===== config.mk =====
export PLATFORM = sky130hd
export DESIGN_NAME = ripple_capture
export DESIGN_NICKNAME = d
export VERILOG_FILES = /design/src/rtl/ripple_capture.sv
export SDC_FILE = /design/constraint.sdc
export NUM_CORES = 1
export LEC_CHECK = 0
export BUFFER_PORTS_ARGS = -buffer_cell sky130_fd_sc_hd__buf_2
export CAP_MARGIN = 40
export CORE_MARGIN = 1.5
export CORE_UTILIZATION = 63
export DETAILED_ROUTE_END_ITERATION = 6
export PLACE_DENSITY = 0.91
export SLEW_MARGIN = 5
export SYNTH_ARGS = -nofsm -noshare
export SYNTH_HDL_FRONTEND = slang
export SYNTH_SLANG_ARGS = --single-unit

===== constraint.sdc =====
create_clock -name clk -period 4.8 [get_ports clk]
set_input_delay 0.24 -clock clk [delete_from_list [all_inputs] [get_ports clk]]
set_output_delay 0.24 -clock clk [all_outputs]
set_load 0.02 [all_outputs]

===== src/rtl/ripple_capture.sv =====
`timescale 1ns/1ps
// ripple_capture: synchronizes an asynchronous ripple count, filters settling glitches,
// and accumulates modular deltas into a wide total delivered over valid/ready.
module ripple_capture #(
    parameter int CNT_W    = 4,
    parameter int ACC_W    = 16,
    parameter int STABLE_N = 2
) (
    input  logic             clk,
    input  logic             rstn,
    input  logic [CNT_W-1:0] cnt_in,
    input  logic             count_dir,
    input  logic             clr,
    output logic [ACC_W-1:0] out_data,
    output logic             out_valid,
    input  logic             out_ready,
    output logic             ovf
);

    typedef enum logic {ST_INIT, ST_TRACK} state_t;

    localparam logic [3:0] RUN_MAX = 4'(STABLE_N);

    logic [CNT_W-1:0] s1, s2;
    logic [CNT_W-1:0] cand, last, delta;
    logic [3:0]       run, run_nxt;
    logic [ACC_W-1:0] acc;
    logic [ACC_W:0]   sum;
    logic             pend, accept, load;
    state_t           state;

    // NOTE: every variable driven here gets a default first, so no latch is inferred.
    always_comb begin
        run_nxt = run;
        accept  = 1'b0;
        if (s2 == cand) begin
            run_nxt = (run >= RUN_MAX) ? RUN_MAX : run + 4'd1;
            accept  = (run != RUN_MAX) && (run_nxt == RUN_MAX);
        end else begin
            run_nxt = 4'd1;
            accept  = (RUN_MAX == 4'd1);
        end
        // On an accept s2 equals the value being accepted (cand or its replacement).
        delta = count_dir ? (last - s2) : (s2 - last);
        sum   = {1'b0, acc} + {{(ACC_W + 1 - CNT_W){1'b0}}, delta};
        load  = pend && (!out_valid || out_ready);
    end

    // Two-flop synchronizer; clr deliberately leaves it running.
    // NOTE: sequential state uses non-blocking assignments so every flop samples pre-edge values.
    always_ff @(posedge clk or negedge rstn) begin
        if (!rstn) begin
            s1 <= '0;
            s2 <= '0;
        end else begin
            s1 <= cnt_in;
            s2 <= s1;
        end
    end

    always_ff @(posedge clk or negedge rstn) begin
        if (!rstn) begin
            cand      <= '0;
            last      <= '0;
            run       <= '0;
            acc       <= '0;
            ovf       <= 1'b0;
            pend      <= 1'b0;
            out_data  <= '0;
            out_valid <= 1'b0;
            state     <= ST_INIT;
        end else begin
            cand <= s2;
            if (clr) begin
                run       <= '0;
                acc       <= '0;
                ovf       <= 1'b0;
                pend      <= 1'b0;
                out_valid <= 1'b0;
                state     <= ST_INIT;
            end else begin
                run <= run_nxt;

                // Output slot sees the acc/pend present before this edge's accept.
                if (load) begin
                    out_data  <= acc;
                    out_valid <= 1'b1;
                    pend      <= 1'b0;
                end else if (out_valid && out_ready) begin
                    out_valid <= 1'b0;
                end

                if (accept) begin
                    last <= s2;
                    if (state == ST_INIT) begin
                        state <= ST_TRACK;
                    end else begin
                        acc <= sum[ACC_W-1:0];
                        if (sum[ACC_W])
                            ovf <= 1'b1;
                        if (delta != '0)
                            pend <= 1'b1;
                    end
                end
            end
        end
    end

endmodule

# Yosys cells after proc, flatten, opt, wreduce, memory -nomap -nowiden
# Cells that the tools add are included.
dict set report word_totals {
  register_bits 56
  input_bits 9
  out_inout_bits 18
  word_cells 56
}
dict set report op_classes {
  add_sub_neg 4
  n_lt_le_gt_ge 1
  n_eq_ne 3
  n_mux 22
  n_bitwise 1
  reduce_logical 14
}
# operator count
set ops {}
lappend ops {{16-bit 2-to-1 mux} 3}
lappend ops {{16-bit by 4-bit adder with 17-bit output} 1}
lappend ops {{4-bit 2-to-1 mux} 4}
lappend ops {{1-bit 2-to-1 mux} 15}
lappend ops {{4-bit subtractor} 2}
lappend ops {{2-bit AND reduction} 3}
lappend ops {{2-bit nonzero test} 3}
lappend ops {{4-bit by 1-bit adder with 4-bit output, second input constant} 1}
lappend ops {{4-bit by 2-bit == test with 1-bit output, second input constant} 1}
lappend ops {{4-bit == test} 1}
lappend ops {{4-bit by 2-bit greater-or-equal comparator with 1-bit output, second input constant} 1}
lappend ops {{4-bit by 2-bit != test with 1-bit output, second input constant} 1}
lappend ops {{4-bit nonzero test} 1}
lappend ops {{1-bit logical AND} 3}
lappend ops {{3-bit AND reduction} 1}
lappend ops {{3-bit nonzero test} 1}
lappend ops {{1-bit logical NOT} 1}
lappend ops {{1-bit logical OR} 1}
lappend ops {{1-bit inverter} 1}

# Logic depth before layout (Yosys ltp)
# Gate-level depths: netlist of the first run.
dict set report logic_depth {
  ltp_word 8
  ltp_mapped 11
  ltp_nobuf 11
}

# Worst setup path after synthesis of the first run
# OpenSTA, ideal clock, no wires.
dict set report synth_timing {
  path_kind {reg2reg}
  from {reg s2[0]}
  to {reg acc[8]}
  setup_time_ps 125
  t_arrival_ps 2859
  t_required_ps 4675
  path_slack_ps 1816
  stages_incl_launch_ff 12
  n_path_buf 0
  period_less_slack_ps 2984
  path_cell_list {dfrtp_1 > inv_1 > ha_1 > inv_1 > fa_1 > mux2_2 > inv_1 > fa_1 > and3b_1 > nor2_1 > or4_4 > mux2_4}
}
dict set report synth_between {
  elab_chain_cells 6
  word_cells_on_any_way 11
  classes_between {3 x add/sub; 1 x eq/ne; 5 x mux; 2 x reduce/logical}
}
# item line
set synth_lines {}
lappend synth_lines {{start: declaration} 24} ;# logic [CNT_W-1:0] s1, s2;
lappend synth_lines {{start signal: assignment} 54} ;# s2 <= '0;
lappend synth_lines {{start signal: assignment} 57} ;# s2 <= s1;
lappend synth_lines {{4-bit subtractor} 44} ;# delta = count_dir ? (last - s2) : (s2 - last);
lappend synth_lines {{4-bit 2-to-1 mux} 44}
lappend synth_lines {{16-bit by 4-bit adder with 17-bit output} 45} ;# sum = {1'b0, acc} + {{(ACC_W + 1 - CNT_W){1'b0}}, delta};
lappend synth_lines {{16-bit 2-to-1 mux} 95} ;# if (state == ST_INIT) begin
lappend synth_lines {{16-bit 2-to-1 mux} 93} ;# if (accept) begin
lappend synth_lines {{16-bit 2-to-1 mux} 74} ;# if (clr) begin
lappend synth_lines {{end signal: assignment} 98} ;# acc <= sum[ACC_W-1:0];
lappend synth_lines {{end: declaration} 27} ;# logic [ACC_W-1:0] acc;
# Parallel ways exist; a longest one is shown, timed or not. The select of a mux whose other input is x is not followed.
# A chain may end at the register's enable or synchronous reset.

# Final worst setup path of the first run
dict set report layout_timing {
  from {reg s2[1]}
  to {reg acc[5]}
}
# Same word-level chain as after synthesis.

==> results of run 1 <==
[flip-flops by register name, summed over array words and instances (netlist names)]
register	flops
run	4
s1	4
cand	4
acc	16
out_valid	1
state	1
s2	4
pend	1
out_data	16
last	4
ovf	1
[through the flow]
step / setup slack [ps] / hold WS, ps / instances
after floorplan: 1820 / -55.6 / 239
after CTS: 1560 / 24.5 / 318
after global routing: 1350 / 19.0 / 318
after global placement: 1720 / 333 / 309
after detailed placement: 1590 / 338 / 310
final: 1530 / 29.2 / 318
[final cells by class]
| type | instances | area, um^2 |
|---|---|---|
| clock inverter | 3 | 47.5 |
| clock buffer | 5 | 68.8 |
| sequential | 56 | 1400 |
| multi-input combinational | 157 | 1300 |
| timing repair buffer | 28 | 145 |
| fill | 293 | 1230 |
| inverter | 17 | 63.8 |
| tap | 52 | 65.1 |
[worst max-delay path: stages, from the launching register on]
cell and delay [ps]:
dfrtp_1 470, inv_1 130, ha_1 310, nand2b_1 60
a221oi_1 350, or3_1 190, nand2_1 110, ha_1 350
a21o_1 210, a31oi_1 470, nor4b_1 140, mux2_1 360
[layer usage]
layer,share of wire,GRT usage,wire length [um],vias up
li1,-,-,-,902
met1,0.45,0.318,2290,927
met2,0.50,0.344,2520,45
met3,0.039,0.0378,196,7
met4,0.014,0.0705,70,0
met5,0,0,0,-
[worst min path at each step]
stage              to  depth (start not counted)
2_1_floorplan  acc[0]                          0
3_3_place_gp    s2[0]                          0
3_5_place_dp    s2[0]                          0
4_1_cts         s1[0]                          1
5_1_grt         s1[3]                          1
6_report        s1[0]                          1
[power breakdown]
group | internal [mW] | total, mW | switching (mW) | leakage, nW
logic | 0.0773 | 0.190 | 0.113 | 0.711
clock network | 0.157 | 0.311 | 0.154 | 0.0583
registers | 0.491 | 0.507 | 0.0157 | 0.741
total | 0.726 | 1.01 | 0.282 | 1.51
[cell families (layout without fill, tap and decap cells)]
logic type,count (synthesis),in the layout,synth area share
fa+ha+maj,16,16,0.0794
mux,32,32,0.128
compound gates,31,31,0.0830
simple gates,69,69,0.149
buf+inv,26,53,0.0353
xor+xnor,8,8,0.0250
flops,56,56,0.500
other cells,1,1,0.00134
[placed cells by master (no fill, tap or decap), types with 5 or more instances in the layout]
cell,n
nor4_1,10
dfrtp_1,56
buf_2,26
nor2_1,12
inv_1,17
clkbuf_8,5
mux2i_1,5
nand2_1,9
nor2b_1,11
a21oi_1,8
mux2_2,25
ha_1,13
xnor2_1,6
nand3_1,6
==> run metrics, run 1 <==
run status=finished clean; Layout area overhead=10.4%; ranking of synthesized cells by area=dfrtp_1 50%, mux2_2 10%, ha_1 5.8%; max_slew headroom=0.417; Synth Cell Area=2800 um^2; Fmax=306 MHz; P_leak=1.51 nW; setup TNS=0 ps; clk sinks=56; P per Cell Area=around 330 nW/um^2; Peak supply drop=approximately 0.25 mV; Max Cap Violations=0; clk buf depth=2; share of cells above drive strength 1=0.263; GRT Total Usage=0.220; crit end category=register; post-layout util=0.716; crit path time final=3270 ps; fin crit share=0.680; worst-path maximum fanout=6; Num CTS Buffers=5; Synth top cells by count=56 x dfrtp_1, 25 x mux2_2, 17 x inv_1, 13 x ha_1, 12 x nor2_1; initial antenna violation count=0; reg2reg start=s2[1]; Unique masters post-synth=47; clk_lat worst skew=310 ps; most frequent cell after synthesis=dfrtp_1; via count=1,881; hold_buf cts=0; vias in the first global route=1,795; Final Hold Fails=0; gpl congestion=0.810; first-pass iteration count of the detailed router=4; Worst EP required=roughly 5000 ps; synthesized instance count=about 240; final WL=slightly above 5000 um; Critical Path Start=s2[1]; worst r2r dst=acc[5]; FF-to-FF path depth=11; largest area contributor in the netlist=dfrtp_1; # DRC=0; Avg Cell Area, Syn=between 10 and 15 um^2; Placement Cell Area=2980 um^2; I/O pin count=27; max-slew violations=0; dominant synthesized flop cell=dfrtp_1; Post-DP HPWL=~3600 um; global-route wire length before repair=8550 um; flops & latches, synth=56; Initial DRC Count=177; die area=~4900 um^2; Worst Hold Class=primary input to register; Via density=about 5.9; die width=69.7 um; CTS tree=done; Post-Layout Inst Area=~3100 um^2; Avg WL per Cell=~16 um; core region area=roughly 4300 um^2; Clock Tree Root=clkbuf_8; diode count=0; worst slew pin tran=roughly 870 ps; total power=about 1.0 mW; # setup viols final=0; largest net degree at the start of global routing=57; Synth async-reset ratio=1.00; # port buffers=26; Yosys top cell area share=0.500; Clock Pin Slew Worst Setup and Hold Paths=about 100 ps; CP endpoint=acc[5]; RSZ-0062 raised after global routing=no; critical path type=register to register; Die Y=~70 um; Post-synth EDFFs=0; arrival time worst endpoint=around 3500 ps; # rows=24; Syn Nets=264; post-CTS setup buffers=0; antenna viol nets, final=0; Resize count post-CTS=0; HP Start=cnt_in[0]; Clock Skew=~6.3 ps; reg2reg setup slack=between 1500 and 2000 ps; Initial Util=0.648; global route total overflow=0; final net count=290; CTS H-tree lvls=2; CP Launch Type=register; synth warn=0; Seq/Total Area, Yosys=0.500
Note: power is estimated with default switching activity, not from simulation.
==> inputs of run 2 (changes only) <==
--- a/config.mk
+++ b/config.mk
@@ -8,9 +8,9 @@
 export BUFFER_PORTS_ARGS = -buffer_cell sky130_fd_sc_hd__buf_2
 export CAP_MARGIN = 40
 export CORE_MARGIN = 1.5
-export CORE_UTILIZATION = 63
+export CORE_UTILIZATION = 53
 export DETAILED_ROUTE_END_ITERATION = 6
-export PLACE_DENSITY = 0.91
+export PLACE_DENSITY = 0.82
 export SLEW_MARGIN = 5
 export SYNTH_ARGS = -nofsm -noshare
 export SYNTH_HDL_FRONTEND = slang
==> constraint.sdc (replaced) <==
create_clock -name clk -period 2.9 [get_ports clk]
set_input_delay 0.145 -clock clk [delete_from_list [all_inputs] [get_ports clk]]
set_output_delay 0.145 -clock clk [all_outputs]
set_load 0.02 [all_outputs]
==> run 2 against run 1 <==
Net effect:
- sequential share of layout area decreased by 3.7 points
- wire length is 5.2% higher
- first-iteration DRC count is 47% lower
- combinational power up 110%
- via count increased by 3.9%
- the flow now finishes with violations (negative setup slack)
- clock skew grew 6.7 ps
- largest cell class unchanged
==> run metrics, run 2 (synthesis results as in run 1) <==
crit path time final=between 2000 and 3000 ps; CTS H-tree lvls=2; vias in the first global route=1,829; largest net degree at the start of global routing=33; global-route wire length before repair=between 8000 and 9000 um; Peak supply drop=around 0.37 mV; Initial Util=0.549; Final Hold Fails=0; I/O pin count=27; critical path type=register to register; worst-path maximum fanout=3; hold path depth=3; die width=75.7 um; Die Y=about 76 um; P per Cell Area=about 520 nW/um^2; max_slew headroom=0.427; Endpoint, Worst Hold=out_valid; share of cells above drive strength 1=0.361; # port buffers=26; clk_lat worst skew=approximately 310 ps; antenna viol nets, final=0; crit end category=register; Clock Tree Root=clkbuf_8; # rows=26; Filler Cells Inserted=approximately 380; GRT Total Usage=0.200; clk sinks=56; RSZ-0062 raised after global routing=yes; CP Launch Type=register; Top Registers=acc (16), out_data (16); total power=~1.8 mW; max-slew violations=0; reg2reg setup slack=-40 ps; Clock Skew=about 13 ps; FF-to-FF path depth=11; worst slew pin tran=between 800 and 900 ps; Worst EP required=3090 ps; worst r2r dst=acc[8]; Post-DP HPWL=about 3600 um; commonest non-fill, non-tap cell in the layout=dfrtp_1; Via density=5.50; CTS tree=done; final net count=about 300; HP Start=out_ready; grt met1 use=0.283; Fmax=~340 MHz; Avg WL per Cell=roughly 15 um; # setup viols final=4; core region area=roughly 5000 um^2; WHS=roughly 140 ps; die area=5740 um^2; commonest non-fill, non-tap cells in the layout=56 x dfrtp_1, 26 x buf_2, 24 x mux2_2; final WL=5340 um; Inst Count DP=336; reg2reg start=last[0]; gpl congestion=slightly above 0.8; Layout area overhead=20.2%; final non-filler cell total=approximately 360; Worst Hold Class=primary input to register; final setup margin=-42.1 ps; fin crit share=1.01; Max Cap Violations=0; Place WS=-85.7 ps; global route total overflow=0; clk buf depth=2; setup TNS=-98.3 ps; # DRC=0; first-pass iteration count of the detailed router=4; diode count=0; run status=finished, violations left; initial antenna violation count=0; Num CTS Buffers=5; Clock Pin Slew Worst Setup and Hold Paths=between 100 and 150 ps; met2 usage=0.304; Initial DRC Count=93; met3 GRT Util=0.0370; arrival time worst endpoint=3140 ps; via count=slightly below 2k; violations in the final reports=negative setup slack; Most Crowded Layer GR=met2; P_leak=about 1.6 nW
[run 2: changes by cell type in the layout (fill, tap and decap cells not counted), sizes merged]
cell / change
buf: +14
dlygate4sd3: +5
[run 2: area by class of cell]
class	instances	area, um^2	share of cell area
multi-input combinational	157	1400	0.416
timing repair buffer	47	300	0.0891
clock buffer	5	68.8	0.0204
inverter	17	63.8	0.0189
clock inverter	3	47.5	0.0141
tap	70	87.6	0.0260
sequential	56	1400	0.416
[run 2: worst max-delay path by stage]
stage	startpoint	endpoint	slack [ps]	depth (start not counted)
3_5_place_dp	s2[0]	acc[8]	-90	11
2_1_floorplan	s2[0]	acc[8]	60	11
6_report	last[0]	acc[8]	-40	11
4_1_cts	s2[0]	acc[8]	-70	11
3_3_place_gp	s2[0]	acc[8]	-30	11
5_1_grt	s2[1]	acc[5]	-150	11
[run 2: per-stage QoR]
stage               cell area, um^2   util
floorplan                      2810      -
global placement               3060  0.600
detailed placement             3070  0.601
CTS                            3250  0.637
global route                   3370  0.660
finish                         3370  0.660
[run 2: timing repair]
item                                   in CTS  in global routing
buffers inserted                            2                  4
endpoints found under the hold margin      14                  0
hold buffers                                5                  0
pin swaps                                   0                  3
gates resized for setup                     1                 19
setup endpoints to repair                  11                 13
[run 2: critical path: stages, from the launching register on]
cell and delay (ps):
dfrtp_1 400, inv_2 60, ha_2 160, inv_1 50, fa_1 490, mux2_4 170, inv_2 40, fa_2 350
and3b_2 290, nor2_4 50, or4_4 450, mux2_4 310
[run 2: per-layer routing]
| metal | up-vias | part of all wire |
|---|---|---|
| li1 | 936 | - |
| met3 | 10 | 0.035 |
| met2 | 46 | 0.47 |
| met4 | 0 | 0.019 |
| met5 | - | 0 |
| met1 | 962 | 0.48 |
[run 2: report_power, final]
| part | total, mW | internal, mW | leakage [nW] | switching, mW |
|---|---|---|---|---|
| logic | 0.402 | 0.185 | 0.817 | 0.217 |
| clock network | 0.519 | 0.260 | 0.0583 | 0.259 |
| registers | 0.838 | 0.813 | 0.741 | 0.0242 |
==> inputs of run 3 (changes only) <==
--- a/config.mk
+++ b/config.mk
@@ -10,6 +10,7 @@
 export CORE_MARGIN = 1.5
 export CORE_UTILIZATION = 53
 export DETAILED_ROUTE_END_ITERATION = 6
+export GPL_TIMING_DRIVEN = 0
 export PLACE_DENSITY = 0.82
 export SLEW_MARGIN = 5
 export SYNTH_ARGS = -nofsm -noshare
==> run 3 against run 2 <==
Net effect:
- the flow still finishes with violations (negative setup slack)
- cell area increased by 0.30%
- critical path depth unchanged
- combinational power increased by 13%
- clock skew decreased by 8.4 ps
- die area unchanged
- global-route usage increased by 1.8 points
- hold slack improved by 15 ps
- wire length increased by 13%
- fmax decreased by 1.6%
- power decreased by 1.0%
- non-clock buffer count increased by 2
- sequential share of layout area decreased by 0.086 points
==> run metrics, run 3 (synthesis results as in run 1) <==
max_slew headroom=0.532; Max Cap Violations=0; largest net degree at the start of global routing=35; crit end category=register; Fmax=between 300 and 400 MHz; Final Hold Fails=0; CP Launch Type=register; Sw Share=0.309; P_leak=1.59 nW; final non-filler cell total=around 360; max-slew violations=0; CP endpoint=acc[14]; initial antenna violation count=0; GRT Total Usage=0.218; gpl congestion=about 0.8; reg2reg setup slack=-90 ps; antenna viol nets, final=0; Worst EP required=approximately 3100 ps; Worst Hold Class=primary input to register; # rows=26; run status=finished, violations left; register share of total power=0.482; commonest non-fill, non-tap cell in the layout=dfrtp_1; crit path time final=2990 ps; vias in the first global route=between 1.5k and 2k; via count=between 2k and 2.5k; # setup viols final=6; arrival time worst endpoint=about 3200 ps; Initial Util=0.549; final net count=just over 300; worst slew pin tran=between 600 and 700 ps; global-route wire length before repair=between 9000 and 10,000 um; commonest non-fill, non-tap cells in the layout=55 x dfrtp_1, 27 x buf_2, 23 x mux2_2; FF-to-FF path depth=11; share of cells above drive strength 1=0.352; Post-DP HPWL=between 3000 and 4000 um; global route total overflow=0; clk buf depth=2; P_int=about 1.2 mW; CTS H-tree lvls=2; Num CTS Buffers=5; Placement Cell Area=3050 um^2; Inst Count DP=between 300 and 400; Layout area overhead=20.5%; setup TNS=-293 ps; Peak supply drop=between 0.3 and 0.4 mV; combinational power share=0.261; worst-path maximum fanout=4; Initial DRC Count=between 150 and 200; Top Registers=acc (16), out_data (16); critical path type=register to register; fin crit share=1.03; clk_lat worst skew=a little over 300 ps; # DRC=0; top layer in use=met4; Via density=about 5.8; reg2reg start=s2[0]; WL met2=roughly 3200 um; die width=approximately 76 um; Clock Tree Root=clkbuf_8; total power=1.74 mW; clk sinks=between 50 and 60; first-pass iteration count of the detailed router=4; Clock Skew=between 4 and 5 ps; RSZ-0062 raised after global routing=yes; final WL=6030 um; Post-Layout Inst Area=between 3000 and 4000 um^2; # port buffers=26; CTS tree=done; Clock Pin Slew Worst Setup and Hold Paths=~100 ps; clock group share of total power=0.257; worst r2r dst=acc[14]; Avg WL per Cell=16.9 um; P per Cell Area=between 500 and 600 nW/um^2; final setup margin=-89.1 ps; Die Y=between 70 and 80 um; I/O pin count=27; core region area=5110 um^2; die area=roughly 5700 um^2; violations in the final reports=negative setup slack; Critical Path Start=s2[0]; Psw=~0.54 mW; diode count=0; Met1 Wirelength=~2500 um; WL met3=213 um
-- run 3: changes by cell type in the layout (fill, tap and decap cells not counted), sizes merged --
cell    delta
inv        +2
bufinv     -1
clkbuf     +8
clkinv     -1
buf        -6
-- run 3: how the worst min path moves through the flow --
stage,depth (start not counted),to,startpoint
floorplan,0,acc[0],rstn
global placement,1,s1[0],cnt_in[0]
CTS,3,out_valid,out_ready
global route,3,out_valid,out_ready
detailed placement,1,out_data[11],rstn
finish,3,out_valid,out_ready
-- run 3: power groups by stage --
stage | Clock [mW] | Combinational, mW | Sequential [mW]
4_1_cts | 0.457 | 0.371 | 0.836
3_5_place_dp | 0 | 0.320 | 0.853
5_1_grt | 0.488 | 0.502 | 0.844
3_3_place_gp | 0 | 0.299 | 0.851
6_report | 0.447 | 0.454 | 0.840
2_1_floorplan | 0 | 0.236 | 0.850
-- run 3: worst max-delay path: stages (launching register included) --
cell and delay, ps:
dfrtp_1 440, inv_2 100, ha_4 140, inv_2 30, fa_1 370, mux2i_1 200
xnor2_1 120, ha_1 380, and3b_2 270, o2111ai_1 140, nor4_1 320, mux2_2 380
-- run 3: area by class of cell --
| cell class | instances | area (um^2) |
|---|---|---|
| timing repair buffer | 40 | 260 |
| clock inverter | 3 | 26.3 |
| clock buffer | 5 | 68.8 |
| inverter | 17 | 63.8 |
| multi-input combinational | 157 | 1440 |
| tap | 70 | 87.6 |
| buffer | 9 | 35.0 |
| fill | 371 | 1730 |
| sequential | 56 | 1400 |
-- run 3: metal layers --
metal / vias up / track usage
met3: 12 / 0.0384
met5: - / 0
met1: 1049 / 0.275
met4: 0 / 0.0913
li1: 948 / -
met2: 70 / 0.373
-- run 3: timing repair --
| action | in CTS | in global routing |
|---|---|---|
| cloned | 0 | 0 |
| hold buffers | 5 | 0 |
| resized for setup | 11 | 17 |
| setup buffers | 6 | 2 |
| endpoints found under the setup margin | 13 | 12 |
| endpoints found under the hold margin | 26 | 0 |
| pin swaps | 3 | 7 |
-- run 3: stage by stage --
stage / util / worst slack, ps / hold WS [ps]
4_1_cts: 0.642 / -4.90 / 147
6_report: 0.662 / -89.1 / 157
5_1_grt: 0.662 / -202 / 166
3_3_place_gp: 0.593 / -194 / 252
2_1_floorplan: - / 56.1 / -151
3_5_place_dp: 0.597 / -239 / 160
